===== src/rtl/vga_pkg.sv =====
// Shared VGA timing constants and the per-axis phase encoding.
package vga_pkg;

    localparam int DEF_H_VISIBLE = 640;
    localparam int DEF_H_FRONT   = 16;
    localparam int DEF_H_SYNC    = 96;
    localparam int DEF_H_BACK    = 48;
    localparam int DEF_V_VISIBLE = 480;
    localparam int DEF_V_FRONT   = 10;
    localparam int DEF_V_SYNC    = 2;
    localparam int DEF_V_BACK    = 33;
    localparam int DEF_CNT_W     = 10;

    function automatic int total_len(input int vis, input int fr, input int sy, input int bk);
        return vis + fr + sy + bk;
    endfunction

    localparam int H_TOTAL = total_len(DEF_H_VISIBLE, DEF_H_FRONT, DEF_H_SYNC, DEF_H_BACK);
    localparam int V_TOTAL = total_len(DEF_V_VISIBLE, DEF_V_FRONT, DEF_V_SYNC, DEF_V_BACK);

    typedef enum logic [1:0] {
        VISIBLE = 2'd0,
        FRONT   = 2'd1,
        SYNC    = 2'd2,
        BACK    = 2'd3
    } phase_t;

endpackage


===== src/rtl/vga_axis_counter.sv =====
// One raster axis: wrapping position counter with its visible/front/sync/back phase FSM.
module vga_axis_counter
    import vga_pkg::*;
#(
    parameter int CNT_W = DEF_CNT_W
) (
    input  logic             clk_i,
    input  logic             rst_ni,
    input  logic             adv_i,
    input  logic [CNT_W-1:0] len_visible_i,
    input  logic [CNT_W-1:0] len_front_i,
    input  logic [CNT_W-1:0] len_sync_i,
    input  logic [CNT_W-1:0] len_back_i,
    output logic [CNT_W-1:0] cnt_o,
    output phase_t           phase_o,
    output logic             wrap_o
);

    logic [CNT_W-1:0] cnt_q;
    phase_t           phase_q;
    logic [CNT_W-1:0] end_visible;
    logic [CNT_W-1:0] end_front;
    logic [CNT_W-1:0] end_sync;
    logic [CNT_W-1:0] end_last;
    logic             at_last;

    // Last count value of each segment; a phase is left when its last count advances.
    assign end_visible = len_visible_i - CNT_W'(1);
    assign end_front   = len_visible_i + len_front_i - CNT_W'(1);
    assign end_sync    = len_visible_i + len_front_i + len_sync_i - CNT_W'(1);
    assign end_last    = len_visible_i + len_front_i + len_sync_i + len_back_i - CNT_W'(1);
    assign at_last     = (cnt_q == end_last);

    // Counter and phase advance together so the phase always describes cnt_q.
    always_ff @(posedge clk_i or negedge rst_ni) begin
        if (!rst_ni) begin
            cnt_q   <= {CNT_W{1'b0}};
            phase_q <= VISIBLE;
        end else if (adv_i) begin
            if (at_last) begin
                cnt_q   <= {CNT_W{1'b0}};
                phase_q <= VISIBLE;
            end else begin
                cnt_q <= cnt_q + CNT_W'(1);
                case (phase_q)
                    VISIBLE: if (cnt_q == end_visible) phase_q <= FRONT;
                    FRONT:   if (cnt_q == end_front)   phase_q <= SYNC;
                    SYNC:    if (cnt_q == end_sync)    phase_q <= BACK;
                    BACK:    phase_q <= BACK;
                    default: phase_q <= VISIBLE;
                endcase
            end
        end
    end

    assign cnt_o   = cnt_q;
    assign phase_o = phase_q;
    assign wrap_o  = adv_i & at_last;

endmodule


===== src/rtl/vga_timing_gen.sv =====
// VGA raster timing generator: registered sync, video-active and pixel coordinates.
// Optional frame_start pulse port is built only when VGA_TIMING_FRAME_PULSE_EN is defined.
module vga_timing_gen
    import vga_pkg::*;
#(
    parameter int H_VISIBLE = DEF_H_VISIBLE,
    parameter int H_FRONT   = DEF_H_FRONT,
    parameter int H_SYNC    = DEF_H_SYNC,
    parameter int H_BACK    = DEF_H_BACK,
    parameter int V_VISIBLE = DEF_V_VISIBLE,
    parameter int V_FRONT   = DEF_V_FRONT,
    parameter int V_SYNC    = DEF_V_SYNC,
    parameter int V_BACK    = DEF_V_BACK,
    parameter int CNT_W     = DEF_CNT_W
) (
    input  logic             clk_in,
    input  logic             reset_n,
    input  logic             pix_en,
    output logic             hsync,
    output logic             vsync,
    output logic             video_on,
    output logic [CNT_W-1:0] pixel_x,
    output logic [CNT_W-1:0] pixel_y
`ifdef VGA_TIMING_FRAME_PULSE_EN
    ,
    output logic             frame_start
`endif
);

    logic [CNT_W-1:0] h_cnt;
    logic [CNT_W-1:0] v_cnt;
    phase_t           h_phase;
    phase_t           v_phase;
    logic             h_wrap;
    logic             v_wrap;
    logic             v_adv;

    logic [CNT_W-1:0] pixel_x_q;
    logic [CNT_W-1:0] pixel_y_q;
    logic             hsync_q;
    logic             vsync_q;
    logic             video_on_q;

    assign v_adv = pix_en & h_wrap;

    vga_axis_counter #(.CNT_W(CNT_W)) u_h_axis (
        .clk_i         (clk_in),
        .rst_ni        (reset_n),
        .adv_i         (pix_en),
        .len_visible_i (CNT_W'(H_VISIBLE)),
        .len_front_i   (CNT_W'(H_FRONT)),
        .len_sync_i    (CNT_W'(H_SYNC)),
        .len_back_i    (CNT_W'(H_BACK)),
        .cnt_o         (h_cnt),
        .phase_o       (h_phase),
        .wrap_o        (h_wrap)
    );

    vga_axis_counter #(.CNT_W(CNT_W)) u_v_axis (
        .clk_i         (clk_in),
        .rst_ni        (reset_n),
        .adv_i         (v_adv),
        .len_visible_i (CNT_W'(V_VISIBLE)),
        .len_front_i   (CNT_W'(V_FRONT)),
        .len_sync_i    (CNT_W'(V_SYNC)),
        .len_back_i    (CNT_W'(V_BACK)),
        .cnt_o         (v_cnt),
        .phase_o       (v_phase),
        .wrap_o        (v_wrap)
    );

    // The frame-end carry has no consumer at this level.
    logic unused_v_wrap;
    assign unused_v_wrap = v_wrap;

    // Outputs sample the pre-increment position so all of them change on one edge.
    always_ff @(posedge clk_in or negedge reset_n) begin
        if (!reset_n) begin
            pixel_x_q  <= {CNT_W{1'b0}};
            pixel_y_q  <= {CNT_W{1'b0}};
            hsync_q    <= 1'b1;
            vsync_q    <= 1'b1;
            video_on_q <= 1'b0;
        end else if (pix_en) begin
            pixel_x_q  <= h_cnt;
            pixel_y_q  <= v_cnt;
            hsync_q    <= (h_phase != SYNC);
            vsync_q    <= (v_phase != SYNC);
            video_on_q <= (h_phase == VISIBLE) && (v_phase == VISIBLE);
        end
    end

    assign pixel_x  = pixel_x_q;
    assign pixel_y  = pixel_y_q;
    assign hsync    = hsync_q;
    assign vsync    = vsync_q;
    assign video_on = video_on_q;

`ifdef VGA_TIMING_FRAME_PULSE_EN
    logic frame_start_q;

    // High for the single cycle following the edge that presents the origin.
    always_ff @(posedge clk_in or negedge reset_n) begin
        if (!reset_n) begin
            frame_start_q <= 1'b0;
        end else begin
            frame_start_q <= pix_en && (h_cnt == {CNT_W{1'b0}}) && (v_cnt == {CNT_W{1'b0}});
        end
    end

    assign frame_start = frame_start_q;
`endif

endmodule


===== config.mk =====
export PLATFORM = sky130hd
export DESIGN_NAME = vga_timing_gen
export DESIGN_NICKNAME = d
export VERILOG_FILES = /design/src/rtl/vga_pkg.sv /design/src/rtl/vga_axis_counter.sv /design/src/rtl/vga_timing_gen.sv
export SDC_FILE = /design/constraint.sdc
export NUM_CORES = 1
export LEC_CHECK = 0
export ABC_CLOCK_PERIOD_IN_PS = 4050
export CAP_MARGIN = 40
export CELL_PAD_IN_SITES_DETAIL_PLACEMENT = 1
export CELL_PAD_IN_SITES_GLOBAL_PLACEMENT = 2
export CORE_MARGIN = 5
export CORE_UTILIZATION = 36
export CTS_CLUSTER_DIAMETER = 40
export DETAILED_ROUTE_END_ITERATION = 8
export PLACE_DENSITY_LB_ADDON = 0.1
export SETUP_SLACK_MARGIN = 0.15
export SYNTH_ARGS = -nofsm -noshare
export SYNTH_HDL_FRONTEND = slang
export SYNTH_HIERARCHICAL = 1
export SYNTH_SLANG_ARGS = --single-unit
export TNS_END_PERCENT = 30

===== constraint.sdc =====
create_clock -name clk_in -period 4.05 [get_ports clk_in]
set_input_delay 0.81 -clock clk_in [delete_from_list [all_inputs] [get_ports clk_in]]
set_output_delay 0.81 -clock clk_in [all_outputs]
set_load 0.01 [all_outputs]

==> results.cfg, run 1 <==
[clock_tree]
clock_latency_ps = 290
cts_hold_buf = 0
clkSinkCount = 47
path_clk_slew_ps = 70
cts_tree = yes
cts-root-buf = clkbuf_16
cts_max_level = 2
cts_buffers = 5
clock_path_buffers = 2

[die]
die_h_um = 151
dieArea_um2 = 22900
start_util = 0.367
dieWidth_um = 151
ios = 26
coreArea_um2 = 19600
fp-row-count = 51

[final_layout]
design_area_um2 = 8460
regArea_um2 = 1180
final_layout_size_suffix_gt1_frac = 0.111
areaGrowthSynthToFinish_pct = 17.7
multi_input_area_um2 = 6080
num-fill-cells = 2438
fin_nets = 1094
antenna_cells = 0
utilization = 0.432

[placed_design]
dpl_cell_area_um2 = 8260
numPortBuffers = 25
gp_congestion = 0.787
post-dp-hpwl_mm = 15.9

[global_routing]
grt_pass1_wl_mm = 31.2
gr-total-overflow = 0
grt.total_usage = 0.170
grt_max_degree = 28
antenna_found_initial = 0
first_global_vias = 6073

[pwr]
seqPwrFrac = 0.163
power_switching_uw = 1770
p_per_area_nw_per_um2 = 456
clock_power_share = 0.111
power.leakage_uw = 0.00394
intPower_uw = 2090
sw_frac_of_total = 0.458
combPwrFrac = 0.725
vdd_drop_max_mv = 0.280

[route]
drtIter0Drc = 181
wl_mm = 19.2
viasPerCell = 4.83
final_antenna_net_count = 0
drtPass1Iterations = 4
drc = 0
wire_per_inst_um = 15.0
via_count = 6160

[synthesis]
yosysUniqueCellTypes = 101
async_reset_ff_frac = 1.00
synth_area_per_cell_um2 = 8.65
seq_area_frac_synth = 0.164
synthCells = 831
synth_edf_count = 0
netlist_area_um2 = 7190
synth_flop_cell = dfrtp_1
ys_warn_count = 6
synth-seq-cells = 47

[worst_hold_path]
worstHoldPathType = register to register

[sta]
maxSlewHeadroom = 0.583
setup-tns-final_ps = 0
fmaxAchievable_ghz = 0.273
worstMarginPinSlew_ps = 625
setup_viol = 0
hold_viol = 0
post-route-period-util = 0.906
drv_slew = 0
rsz0062_at_grt = false
skew_ps = 6.77
layout_min_cycle_time_ps = 3670

[worst_setup_path]
r2r_slack_ps = 380
worst_setup_path_end_kind = register
crit_type = register to register
startpoint_type = register
required_ps = 4260
arrival_ps = 3880
worst-path-max-fanout = 4

[status]
status = completed

[job]
cap_violations = 0
[metrics by stage]
| stage | worst slack [ps] | cells | hold WS (ps) | total power (uW) |
|---|---|---|---|---|
| floorplan | 349 | 982 | 476 | 2870 |
| global placement | 206 | 1264 | 492 | 3130 |
| detailed placement | 42.8 | 1264 | 498 | 3150 |
| CTS | 158 | 1273 | 518 | 3590 |
| global route | 143 | 1275 | 526 | 4220 |
| finish | 382 | 1275 | 514 | 3860 |
[power groups by stage]
stage	Clock, uW	Combinational, uW	Sequential (uW)
detailed placement	0	2500	643
finish	430	2800	631
global placement	0	2490	642
CTS	446	2520	634
floorplan	0	2260	611
global route	462	3120	643
[worst paths after layout]
check	from	end	cells past startpoint
min in group asynchronous	reset_n	pixel_x[1]$_DFFE_PN0P_	1
hold reg to reg	pixel_x[4]$_DFFE_PN0P_	pixel_x[4]$_DFFE_PN0P_	1
setup / recovery	u_h_axis/cnt_o[9]$_DFFE_PN0P_	u_v_axis/phase_o[1]$_DFFE_PN0P_	18
hold / removal	pixel_x[4]$_DFFE_PN0P_	pixel_x[4]$_DFFE_PN0P_	1
max in group asynchronous	reset_n	vsync$_DFFE_PN1P_	2
setup reg to reg	u_h_axis/cnt_o[9]$_DFFE_PN0P_	u_v_axis/phase_o[1]$_DFFE_PN0P_	18
[cell type report]
class | count | area share
clock buffers | 6 | 0.0152
clock inverters | 2 | 0.00192
inverters | 85 | 0.0380
multi-input cells | 823 | 0.719
flip-flops and latches | 47 | 0.139
well taps | 265 | 0.0392
repair buffers | 47 | 0.0479
[Yosys cell counts (all sizes together) (6+ instances only)]
master  number  area, um2
a21o        14        106
a21oi       39        199
a31oi       10       68.8
and2         7       43.8
and3         6       40.0
buf         13        108
clkbuf      14        103
dfrtp       45       1130
fa           6        120
ha          76        951
inv         85        322
mux2        22        304
mux2i        8       80.1
nand2       33        124
nand2b      12       75.1
nand3       24        120
nand4        7       43.8
nand4b       6       52.6
nor2        51        199
nor2b       11       68.8
nor3        24        135
nor3b        9       67.6
nor4        12       96.3
o211ai       7       57.6
o21a        10       75.1
o21ai       30        158
or2          9       56.3
xnor2      101        930
xor2        42        383
[logic make-up (layout without fill, tap and decap cells)]
family	count (synthesis)	after routing	synth area share
simple gates	237	237	0.187
compound gates	178	178	0.190
xor+xnor	143	143	0.182
buf+inv	112	140	0.0739
fa+ha+maj	82	82	0.149
flops	47	47	0.164
mux	30	30	0.0534
other cells	2	153	0.00104
[routing by layer]
layer  up-vias  part of all wire  wire length [um]  track usage
met4         0             0.015               291       0.0345
met1      2958              0.43              8280        0.199
met3        14             0.011               219      0.00838
li1       3144                 -                 -            -
met5         -                 0                 0            0
met2        44              0.54             10400        0.338
[registers in the layout, indices dropped and copies added (netlist names)]
register          count
video_on              1
u_v_axis/cnt_o       10
pixel_x              10
hsync                 1
u_h_axis/phase_o      2
u_h_axis/cnt_o       10
pixel_y              10
vsync                 1
u_v_axis/phase_o      2
[worst max-delay path, cell delays in order (launching register included)]
cell,delay [ps]
dfrtp_1,390
xnor2_2,160
xor2_2,170
or4_4,150
o311ai_4,110
xnor2_2,200
xnor2_1,160
and2_4,180
nand2_2,60
inv_2,60
and2_1,130
nor3b_2,160
o211ai_1,110
or4_4,430
o41a_1,370
a32oi_1,180
nand4_1,170
nor3b_2,210
a2bb2oi_1,170
[what timing repair did]
action | in CTS | in global routing
setup buffers | 1 | 2
gates cloned | 0 | 0
endpoints found under the setup margin | 2 | 2
pin swaps | 1 | 12
gates resized for setup | 1 | 7
[cells in the final DEF (no fill, tap or decap), drive strengths merged, types with 22 or more instances in the layout]
master	instances
dfrtp	45
ha	76
inv	86
nor2	51
conb	153
nand3	24
clkdlybuf4s50	23
o21ai	30
xnor2	101
xor2	42
nor3	24
buf	24
mux2	22
a21oi	39
nand2	33
Note: power is estimated with default switching activity, not from simulation.
==> run 2: changes to the inputs <==
Settings changed: CTS_CLUSTER_SIZE set to 10.
==> results of run 2 <==
Same layout as run 1: the final DEF is identical, and so are final timing and power.
==> run 3: changes to the inputs <==
Settings changed: ABC_CLOCK_PERIOD_IN_PS 4050 to 3400, CORE_UTILIZATION 36 to 40.
Clock period 4.05 ns to 3.4 ns, I/O delays scaled along.
==> run 3 against run 2 <==
  * The flow now finishes with violations (negative setup slack)
  * Sequential cell count is the same
  * Largest power group unchanged
  * Clock power rose by 15%
  * Critical endpoint is now u_v_axis/phase_o[0]$_DFFE_PN0P_
  * Register-to-register slack got worse by 600 ps
  * Final cell count down 2.4%
  * Design area hardly changed
  * Clock skew decreased by 1.8 ps
  * First-iteration DRC count rose by 13%
  * Hold slack got worse by 33 ps
  * Worst setup slack lost 600 ps
  * Highest routed layer unchanged
==> results.cfg, run 3 (synthesis results as in run 1) <==
[status]
status = finished, violations left
failed_checks = negative setup slack

[worst_setup_path]
crit_type = register to register
reg2reg_depth = 18
arrival_ps = 3780
worst-path-max-fanout = 2
worst_setup_path_end_kind = register
cp_cell_sequence = xnor2_2 > xor2_2 > or4_4 > o311ai_4 > xnor2_2 > xnor2_1 > and2_1 > nand2_1 > inv_2 > and2_4 > nor3b_2 > o211ai_1 > or4_4 > o41a_1 > a32oi_1 > nand4_1 > mux2i_1 > nor3_2
crit_slowest_cell = or4_4
required_ps = 3570
critical_path.max_stage_delay_ps = 430
r2r_end = u_v_axis/phase_o[0]$_DFFE_PN0P_
startpoint_type = register
r2r_slack_ps = -220
critPathLaunch = u_h_axis/cnt_o[9]$_DFFE_PN0P_
cp-endpoint = u_v_axis/phase_o[0]$_DFFE_PN0P_
reg2reg_from = u_h_axis/cnt_o[9]$_DFFE_PN0P_

[global_routing]
grt.total_usage = 0.187
first_global_vias = 6403
gr-total-overflow = 0
grt_pass1_wl_mm = 31.6
antenna_found_initial = 0
grt_max_degree = 35

[pwr]
power_switching_uw = 2080
clock_power_share = 0.108
intPower_uw = 2500
seqPwrFrac = 0.165
power.leakage_uw = 0.00398
sw_frac_of_total = 0.454
p_per_area_nw_per_um2 = 541
vdd_drop_max_mv = 0.334
combPwrFrac = 0.727

[clock_tree]
path_clk_slew_ps = 70
cts_tree = yes
clkSinkCount = 47
clock_path_buffers = 2
cts_max_level = 2
cts_buffers = 5
cts-root-buf = clkbuf_16
cts_hold_buf = 0
clock_latency_ps = 290

[route]
viasPerCell = 5.00
via_count = 6226
drtIter0Drc = 204
drtPass1Iterations = 4
wl_mm = 18.6
drc = 0
final_antenna_net_count = 0
wire_per_inst_um = 15.0

[sta]
layout_min_cycle_time_ps = 3620
setup-tns-final_ps = -396
drv_slew = 0
worstMarginPinSlew_ps = 817
setup_slack_ps = -216
fmaxAchievable_ghz = 0.277
skew_ps = 4.99
hold_viol = 0
rsz0062_at_grt = true
setup_viol = 2
maxSlewHeadroom = 0.455
post-route-period-util = 1.06

[final_layout]
fin_nets = 1101
final_common_cell = conb_1
instances_no_fill = 1245
antenna_cells = 0
multi_input_area_um2 = 6090
regArea_um2 = 1180
areaGrowthSynthToFinish_pct = 17.8
final_layout_size_suffix_gt1_frac = 0.117
num-fill-cells = 2235
final_cell_mix = 153 x conb_1, 94 x xnor2_1, 83 x inv_1, 76 x ha_1, 50 x nor2_1

[worst_hold_path]
worstHoldPathType = input port to asynchronous set/reset pin

[job]
cap_violations = 0

[die]
dieWidth_um = 144
fp-row-count = 49
coreArea_um2 = 17800
start_util = 0.403
ios = 26
dieArea_um2 = 20800
die_h_um = 144

[placed_design]
dp.cells = 1237
gp_congestion = 0.799
post-dp-hpwl_mm = 15.3
numPortBuffers = 25
run 3: per-stage QoR:
stage          power, uW  instance area [um2]   util  hold slack (ps)  setup WS (ps)
5_1_grt             5050                 8470  0.475              536           -460
3_5_place_dp        3770                 8300  0.465              500           -301
4_1_cts             4290                 8460  0.474              506           -190
3_3_place_gp        3750                 8300  0.465              492           -171
2_1_floorplan       3430                 7780      -              384          -12.2
6_report            4580                 8470  0.475              481           -216
run 3: worst min-delay path by stage:
| stage | from | to | slack, ps | depth (start not counted) |
|---|---|---|---|---|
| global placement | pixel_x[9]$_DFFE_PN0P_ | pixel_x[9]$_DFFE_PN0P_ | 490 | 1 |
| global route | pixel_y[1]$_DFFE_PN0P_ | pixel_y[1]$_DFFE_PN0P_ | 540 | 1 |
| floorplan | reset_n | pixel_x[0]$_DFFE_PN0P_ | 380 | 0 |
| detailed placement | pixel_y[1]$_DFFE_PN0P_ | pixel_y[1]$_DFFE_PN0P_ | 500 | 1 |
| CTS | reset_n | pixel_x[5]$_DFFE_PN0P_ | 510 | 1 |
| finish | reset_n | pixel_x[9]$_DFFE_PN0P_ | 480 | 1 |
run 3: repair_timing:
item	in CTS	in global routing
endpoints found under the setup margin	2	2
buffers inserted	1	0
resized for setup	3	1
gates cloned	0	0
pin swaps	5	0
run 3: layout make-up:
| type | count | area share |
|---|---|---|
| Inverter | 85 | 0.0380 |
| Multi-Input combinational cell | 823 | 0.719 |
| Clock buffer | 5 | 0.0148 |
| Sequential cell | 47 | 0.139 |
| Timing Repair Buffer | 54 | 0.0541 |
| Clock inverter | 2 | 0.00163 |
| Tap cell | 229 | 0.0338 |
run 3: power groups by stage:
stage | clock, uW | sequential (uW) | combinational (uW)
finish | 495 | 755 | 3330
global route | 528 | 770 | 3750
CTS | 506 | 758 | 3020
detailed placement | 0 | 769 | 3000
global placement | 0 | 766 | 2980
floorplan | 0 | 728 | 2700
run 3: critical path, delay by kind of cell (launching register included):
| family | cells | cell delay, ps |
|---|---|---|
| DFF | 1 | 390 |
| buffers and inverters | 1 | 70 |
| xor gates and xnor gates | 4 | 660 |
| AOI/OAI and AO/OA | 4 | 740 |
| muxes | 1 | 280 |
| and+or+nand+nor | 8 | 1360 |
run 3: layer usage:
layer / track usage / routed length (um) / up-vias
met3: 0.00628 / 138 / 14
li1: - / - / 3165
met1: 0.223 / 8090 / 3021
met5: 0 / 0 / -
met4: 0.0292 / 176 / 0
met2: 0.373 / 10200 / 26
